File: config.mk
export PLATFORM = sky130hd
export DESIGN_NAME = nx_dff_bank_ctrl
export DESIGN_NICKNAME = d
export VERILOG_FILES = /design/src/rtl/nx_dff_bank_ctrl.sv
export SDC_FILE = /design/constraint.sdc
export NUM_CORES = 1
export LEC_CHECK = 0
export BUFFER_PORTS_ARGS = -buffer_cell sky130_fd_sc_hd__buf_4
export CELL_PAD_IN_SITES_DETAIL_PLACEMENT = 2
export CELL_PAD_IN_SITES_GLOBAL_PLACEMENT = 2
export CORE_MARGIN = 2
export CORE_UTILIZATION = 27
export CTS_CLUSTER_DIAMETER = 100
export DETAILED_ROUTE_END_ITERATION = 10
export PLACE_DENSITY_LB_ADDON = 0.1
export SLEW_MARGIN = 30
export SYNTH_ARGS = -nofsm -noshare
export SYNTH_HDL_FRONTEND = slang
export SYNTH_SLANG_ARGS = --single-unit
File: constraint.sdc
create_clock -name CK_i -period 4.4 [get_ports CK_i]
set_input_delay 0.66 -clock CK_i [delete_from_list [all_inputs] [get_ports CK_i]]
set_output_delay 0.66 -clock CK_i [all_outputs]
set_load 0.02 [all_outputs]
File: src/rtl/nx_dff_bank_ctrl.sv
// -----------------------------------------------------------------------------
// nx_dff_bank_ctrl
//
// Write-path sequencer and round-robin arbiter for a bank of DEPTH x WIDTH
// load-enabled, synchronously-resettable register words. NREQ requesters share
// the single write path. A bank-clear sequence pulses the per-word sync-reset
// strobes on demand.
//
// Configuration macro:
//   NX_DFF_BANK_CLR_ALL_EN  defined   -> clear strobes every word in one cycle
//                           undefined -> clear walks one word per cycle
//
// Ports:
//   CK_i          clock, rising edge
//   R_i           synchronous active-high reset
//   req_i         per-requester level write request          [NREQ]
//   req_addr_i    packed word addresses, k at [k*AW +: AW]   [NREQ*AW]
//   req_data_i    packed write data, k at [k*WIDTH +: WIDTH] [NREQ*WIDTH]
//   gnt_o         one-hot grant pulse                         [NREQ]
//   err_o         pulse: granted address >= DEPTH
//   clr_start_i   request a bank clear
//   clr_busy_o    clear sequence in progress
//   bank_L_o      per-word load enable, one-hot or zero       [DEPTH]
//   bank_R_o      per-word sync-reset strobe                  [DEPTH]
//   bank_I_o      shared write data to all words              [WIDTH]
// -----------------------------------------------------------------------------
module nx_dff_bank_ctrl #(
  parameter  int NREQ  = 4,
  parameter  int DEPTH = 8,
  parameter  int WIDTH = 16,
  localparam int AW    = $clog2(DEPTH)
) (
  input  logic                  CK_i,
  input  logic                  R_i,
  input  logic [NREQ-1:0]       req_i,
  input  logic [NREQ*AW-1:0]    req_addr_i,
  input  logic [NREQ*WIDTH-1:0] req_data_i,
  output logic [NREQ-1:0]       gnt_o,
  output logic                  err_o,
  input  logic                  clr_start_i,
  output logic                  clr_busy_o,
  output logic [DEPTH-1:0]      bank_L_o,
  output logic [DEPTH-1:0]      bank_R_o,
  output logic [WIDTH-1:0]      bank_I_o
);

  localparam int PW = (NREQ > 1) ? $clog2(NREQ) : 1;
  // Clear index must be able to hold DEPTH itself (the "walk finished" value).
  localparam int CW = AW + 1;

  localparam logic [0:0] ST_IDLE  = 1'b0;
  localparam logic [0:0] ST_CLEAR = 1'b1;

  logic [0:0]       state_q,   state_d;
  logic [PW-1:0]    ptr_q,     ptr_d;
  logic [CW-1:0]    clr_idx_q, clr_idx_d;
  logic [NREQ-1:0]  gnt_q,     gnt_d;
  logic             err_q,     err_d;
  logic             busy_q,    busy_d;
  logic [DEPTH-1:0] bank_l_q,  bank_l_d;
  logic [DEPTH-1:0] bank_r_q,  bank_r_d;
  logic [WIDTH-1:0] bank_i_q,  bank_i_d;

  // ---------------------------------------------------------------------------
  // Round-robin winner search. A requester granted last cycle is masked so a
  // level request held through its grant cycle is not granted twice.
  // ---------------------------------------------------------------------------
  logic [NREQ-1:0]  elig;
  logic             found;
  logic [PW-1:0]    win;
  logic [AW-1:0]    win_addr;
  logic [WIDTH-1:0] win_data;
  logic             win_oor;

  // NOTE: every signal written in an always_comb gets a default first, so no
  // path through the block can leave it unassigned and infer a latch.
  always_comb begin
    elig  = req_i & ~gnt_q;
    found = 1'b0;
    win   = '0;
    for (int i = 0; i < NREQ; i++) begin
      if (!found && elig[(int'(ptr_q) + i) % NREQ]) begin
        found = 1'b1;
        win   = PW'((int'(ptr_q) + i) % NREQ);
      end
    end
  end

  assign win_addr = req_addr_i[int'(win)*AW +: AW];
  assign win_data = req_data_i[int'(win)*WIDTH +: WIDTH];

  // Out-of-range addresses only exist when DEPTH is not a power of two.
  generate
    if (DEPTH == (1 << AW)) begin : g_no_oor
      assign win_oor = 1'b0;
    end else begin : g_oor
      assign win_oor = ({1'b0, win_addr} >= CW'(DEPTH));
    end
  endgenerate

  // ---------------------------------------------------------------------------
  // Next-state logic
  // ---------------------------------------------------------------------------
  logic arb_en;

  always_comb begin
    state_d   = state_q;
    ptr_d     = ptr_q;
    clr_idx_d = clr_idx_q;
    gnt_d     = '0;
    err_d     = 1'b0;
    busy_d    = busy_q;
    bank_l_d  = '0;
    bank_r_d  = '0;
    bank_i_d  = bank_i_q;
    arb_en    = 1'b0;

    case (state_q)
      ST_IDLE: begin
        // A clear request wins over any same-cycle write request.
        if (clr_start_i) begin
          state_d   = ST_CLEAR;
          busy_d    = 1'b1;
          clr_idx_d = '0;
        end else begin
          arb_en = 1'b1;
        end
      end

      ST_CLEAR: begin
        if (clr_idx_q == CW'(DEPTH)) begin
          // Walk finished: the exit edge already behaves as IDLE, so a waiting
          // request is granted on the same edge that clr_busy falls.
          state_d   = ST_IDLE;
          busy_d    = 1'b0;
          clr_idx_d = '0;
          arb_en    = 1'b1;
        end else begin
`ifdef NX_DFF_BANK_CLR_ALL_EN
          bank_r_d  = '1;
          clr_idx_d = CW'(DEPTH);
`else
          bank_r_d  = DEPTH'(1) << clr_idx_q;
          clr_idx_d = clr_idx_q + CW'(1);
`endif
        end
      end

      default: begin
        state_d = ST_IDLE;
        busy_d  = 1'b0;
      end
    endcase

    if (arb_en && found) begin
      gnt_d[win] = 1'b1;
      bank_i_d   = win_data;
      err_d      = win_oor;
      bank_l_d   = win_oor ? '0 : (DEPTH'(1) << win_addr);
      ptr_d      = (win == PW'(NREQ - 1)) ? '0 : win + PW'(1);
    end
  end

  // ---------------------------------------------------------------------------
  // State registers
  // ---------------------------------------------------------------------------
  // NOTE: sequential state uses non-blocking assignments so every register
  // samples the pre-edge values, independent of statement order.
  always_ff @(posedge CK_i) begin
    if (R_i) begin
      state_q   <= ST_IDLE;
      ptr_q     <= '0;
      clr_idx_q <= '0;
      gnt_q     <= '0;
      err_q     <= 1'b0;
      busy_q    <= 1'b0;
      bank_l_q  <= '0;
      bank_r_q  <= '0;
      bank_i_q  <= '0;
    end else begin
      state_q   <= state_d;
      ptr_q     <= ptr_d;
      clr_idx_q <= clr_idx_d;
      gnt_q     <= gnt_d;
      err_q     <= err_d;
      busy_q    <= busy_d;
      bank_l_q  <= bank_l_d;
      bank_r_q  <= bank_r_d;
      bank_i_q  <= bank_i_d;
    end
  end

  assign gnt_o      = gnt_q;
  assign err_o      = err_q;
  assign clr_busy_o = busy_q;
  assign bank_L_o   = bank_l_q;
  assign bank_R_o   = bank_r_q;
  assign bank_I_o   = bank_i_q;

endmodule

-- Word-level counts from Yosys, hierarchy flattened
Index checks and enable logic that the tools add are counted.
- reduce and logical (&&, ||, !) cells: 14
- $mul: 1
- muxes and demuxes: 34
- $add $sub $neg: 5
- shift-type cells: 4
- bitwise logic cells: 7
- divide/modulo/power cells: 0
- eq/ne operators: 4
- order comparisons: 6
- operator list (kind ; count):
    $shiftx A64 B7 Y16 ; 1
    $mux W1 ; 18
    $lt A3 B4 Y1 const B ; 3
    $shiftx A12 B5 Y3 ; 1
    $mux W2 ; 5
    $bmux W1 S2 ; 4
    $mux W4 ; 2
    $pmux W4 S2 ; 1
    $reduce_or A2 Y1 ; 4
    $shl A1 B3 Y8 const A ; 1
    $shl A1 B4 Y8 const A ; 1
    $lt A2 B3 Y1 const B ; 2
    $pmux W1 S2 ; 3
    $logic_and A1 B1 Y1 ; 5
    $add A2 B1 Y2 const B ; 2
    $add A2 B2 Y2 const B ; 2
    $add A4 B1 Y4 const B ; 1
    $and A4 B4 Y4 ; 1
    $eq A4 B4 Y1 const B ; 1
    $mul A2 B2 Y4 const B ; 1
    $not A4 Y4 ; 1
    $and A1 B1 Y1 const A ; 3
    $logic_not A1 Y1 ; 3
    $reduce_or A3 Y1 ; 1
    7 further kinds ; 8
- input bits: 83
- logic and storage cells: 83
- output and inout port bits: 38
- RAM bits: 0
- bits in latches: 0
- flip-flop bits (word level): 44
- memories: 0
- memory bits (read-only): 0

-- Logic depth before layout (Yosys ltp)
- depth in word-level cells: 18
- mapped depth: 8
- mapped depth without buffers: 7

-- Worst setup path before layout
OpenSTA, ideal clock, no wires.
- path type: input -> register
- start: in req_i[1]
- end: reg ptr_q[1]
- cell stages on the path: 7
- arrival: 1.850 ns
- setup slack: 2.418 ns
- library setup time: 0.132 ns
- required time: 4.268 ns
- path buffers: 1
- cell sequence: nor2b_1 o21ba_2 nor2_2 buf_2 ha_1 nand3_1 a21oi_1
- word-level cells in the longest chain between the ends: 15
- elaborated cells on any way between the ends: 30
- those cells by class: add/sub: 1; eq/ne: 1; mux: 20; bitwise: 1; reduce/logical: 7
- RTL lines (item ; line ; RTL):
    start: declaration ; 35 ; input logic [NREQ-1:0] req_i,
    $and A4 B4 Y4 (*) ; 78 ; elig = req_i & ~gnt_q;
    $bmux W1 S2 ; 82 ; if (!found && elig[(int'(ptr_q) + i) % NREQ]) begin
    $mux W1 (implied by the code) ; 82 ;
    $mux W1 ; 82 ;
    $logic_not A1 Y1 ; 82 ;
    $logic_and A1 B1 Y1 ; 82 ;
    $mux W1 ; 82 ;
    $logic_not A1 Y1 ; 82 ;
    $logic_and A1 B1 Y1 ; 82 ;
    $mux W1 ; 82 ;
    $logic_not A1 Y1 ; 82 ;
    $logic_and A1 B1 Y1 ; 82 ;
    $mux W2 ; 82 ;
    $add A2 B1 Y2 or $eq A2 B2 Y1 (tied branches) ; 160 ; ptr_d = (win == PW'(NREQ - 1)) ? '0 : win + PW'(1);
    $mux W2 ; 160 ;
    end signal: assignment ; 182 ; ptr_q <= ptr_d;
    end: declaration ; 55 ; logic [PW-1:0] ptr_q, ptr_d;
Every way passes the cells marked *; elsewhere a longest branch is shown, timed or not. The select of a mux whose other input is x is not followed.
A chain may end at the register's enable or synchronous reset.

-- Worst setup path in the final report
- start: reg clr_idx_q[0]
- end: reg bank_l_q[2] (netlist: bank_L_o[2])
- word-level cells in the longest chain between the ends: 6
- RTL lines (item ; line ; RTL):
    start: declaration ; 56 ; logic [CW-1:0] clr_idx_q, clr_idx_d;
    start signal: assignment ; 183 ; clr_idx_q <= clr_idx_d;
    $eq A4 B4 Y1 ; 131 ; if (clr_idx_q == CW'(DEPTH)) begin
    $mux W1 ; 131 ;
    $pmux W1 S2 ; 118 ; case (state_q)
    $logic_and A1 B1 Y1 ; 155 ; if (arb_en && found) begin
    $not A1 Y1 (no line) ; - ;
    $reduce_or A2 Y1 (no line) ; - ;
    end signal: assignment ; 187 ; bank_l_q <= bank_l_d;
    end: declaration ; 60 ; logic [DEPTH-1:0] bank_l_q, bank_l_d;
Every way passes these cells.

==> flow_summary.json <==
{
  "root_buffer": "clkbuf_8",
  "finalMaxSlewViolations": 0,
  "leakage_nw": 1.51,
  "yosysTopAreaCellShare_pct": 38.5,
  "wl_per_cell_um": 17.1,
  "status": "completed",
  "cts_buffer_depth": 2,
  "numClockSinks": 44,
  "yosysSeqAreaShare_pct": 38.5,
  "cp_max_fo": 20,
  "ios": 121,
  "synthCells": 246,
  "hold_violations": 0,
  "cts_post_setup_buffers_inserted": 0,
  "period_share_pct": 60.7,
  "critPathMaxStageDelay_ps": 580,
  "skew_ps": 5.81,
  "utilization_pct": 41.3,
  "synth.most_common_cell": "dfxtp_1",
  "fmax_mhz": 375,
  "diodes": 0,
  "dp_cells": 461,
  "core_mm2": 0.00822,
  "cts_resized": 0,
  "max_cap_viol_count": 0,
  "worst_slew_pin_slew_ps": 914,
  "cts_made_buffers": 5,
  "crit_required_ps": 4600,
  "nets": 454,
  "critical_path_buf_inv_count": 1,
  "portBuffers": 119,
  "finalNonFillerCells": 469,
  "yosysWarnings": 0,
  "drt_first_pass_iters": 4,
  "cp_top_family": "simple AND/OR/NAND/NOR gates",
  "ys_async_sr_fraction_pct": 0,
  "synth_common_cells": "dfxtp_1 (44), mux2i_1 (35), nand2_1 (24)",
  "cts_tree": "built",
  "layout-drive-gt1-share_pct": 37.6,
  "first_iter_violations": 37,
  "grt_overflow": 0,
  "htreeDepth": 2,
  "die_y_um": 96.0,
  "p_total_mw": 1.12,
  "fillers": 943,
  "synth.area.top_cells": "dfxtp_1 (39%), mux2i_1 (15%), o221ai_1 (6.1%), ha_1 (4.4%), nand2_1 (3.9%)",
  "place.gp.congestion": 0.864,
  "fin_setup_tns_ps": 0,
  "ant_nets": 0,
  "die_area_mm2": 0.00922,
  "synth_cell_type_count": 44,
  "grt_max_degree": 30,
  "syn-num-nets": 337,
  "num_vias": 2354,
  "grt_first_pass_wirelength_um": 12900,
  "netlist_area_mm2": 0.00229,
  "routed_wl_um": 8020,
  "path_clk_slew_ps": 90,
  "synth-edff-count": 0,
  "grt_usage_pct": 18.2,
  "cts_hold_buf": 0,
  "slowest_stage": "nand2_1",
  "fin_crit_ps": 2670,
  "startpoint_type": "register",
  "crit_path_end_kind": "register",
  "synthToLayoutAreaGrowth_pct": 48.4,
  "dieWidth_um": 96.0,
  "timing.slew.headroom_pct": 38.9,
  "route.detailed.drc": 0,
  "row_count": 33,
  "ys.flop_type": "dfxtp_1",
  "initial_core_util_pct": 27.8,
  "synth_top_cell_by_area": "dfxtp_1",
  "clock_latency_ps": 310,
  "critPathArrivalTime_ps": 2870,
  "rsz0062_at_grt": "no",
  "min_path_type": "reg2reg",
  "vdd_drop_max_v": 0.000103,
  "vias_per_cell": 5.02,
  "path_cells": "inv_1 -> ha_1 -> nand4b_1 -> nor2b_1 -> nor3b_2 -> nand2_1 -> o32ai_1",
  "finalSetupViolations": 0,
  "antenna_found_initial": 0,
  "powerDensity_mw_per_mm2": 330,
  "critPathKind": "reg2reg",
  "synth.avg_cell_area_um2": 9.29,
  "grt_pass1_vias": 2539,
  "dp_hpwl_um": 6260,
  "yosys_register_bits": 44
}
stage by stage:
stage	hold slack, ps	cell area, um^2	worst slack (ps)
after floorplan	478	2290	2420
after global placement	446	3280	1480
after detailed placement	463	3280	1430
after CTS	492	3390	1670
after global routing	508	3390	1440
final	483	3390	1730
metal layers:
layer	vias up	share of wire [%]	global-route usage, %
li1	1143	-	-
met1	1133	40	21.0
met2	72	52	32.5
met3	6	7.4	5.56
met4	0	1.2	4.76
met5	-	0	0
tightest hold or removal path, stage by stage (launching register included):
cell      delay (ps)
dfxtp_1          340
nand2_1           50
o221ai_1          60
area by class of cell:
| class | instances | area [um^2] | share of cell area, % |
|---|---|---|---|
| multi-input combinational | 182 | 1320 | 39.0 |
| sequential | 44 | 881 | 26.0 |
| timing repair buffer | 121 | 908 | 26.8 |
| inverter | 9 | 33.8 | 0.996 |
| clock buffer | 5 | 68.8 | 2.03 |
| clock inverter | 3 | 46.3 | 1.36 |
| tap | 105 | 131 | 3.87 |
flip-flops by register name (all words and copies together) (netlist names):
signal      flops
ptr_q           2
clr_busy_o      1
clr_idx_q       4
bank_L_o        8
bank_R_o        8
gnt_o           4
bank_I_o       16
state_q         1
worst paths after layout:
| kind | startpoint | endpoint | slack (ps) | depth (start not counted) |
|---|---|---|---|---|
| worst min-delay path | bank_I_o[3] | bank_I_o[3] | 480 | 2 |
| worst min register to register | bank_I_o[3] | bank_I_o[3] | 480 | 2 |
| worst max register to register | clr_idx_q[0] | bank_L_o[2] | 1730 | 7 |
| worst max-delay path | clr_idx_q[0] | bank_L_o[2] | 1730 | 7 |
cell families after synthesis:
logic type / share of synthesized area, %
other: 0.164
and+or+nand+nor: 17.7
AOI/OAI and AO/OA: 20.1
buffers and inverters: 3.83
adders and majority gates: 4.38
muxes: 15.3
DFF: 38.5
where the power goes:
part           switching (mW)  internal (mW)
clock                   0.161          0.171
sequential             0.0206          0.427
combinational           0.180          0.159
layout by cell type (no fill, tap or decap), types with 2 or more instances in the layout:
cell type,count
buf_4,121
dfxtp_1,44
mux2i_1,35
nand2_1,24
o221ai_1,16
a21oi_1,14
and2_1,12
nor2_1,10
inv_1,8
ha_1,8
nand2b_1,7
a31oi_1,6
nor2b_1,5
o21ai_0,5
clkbuf_8,5
nand3_1,4
o32ai_1,4
o22ai_1,4
nor3b_1,2
nand3b_1,2
nor3_1,2
a2111o_1,2
No activity file was read; power rests on OpenSTA's default activity.
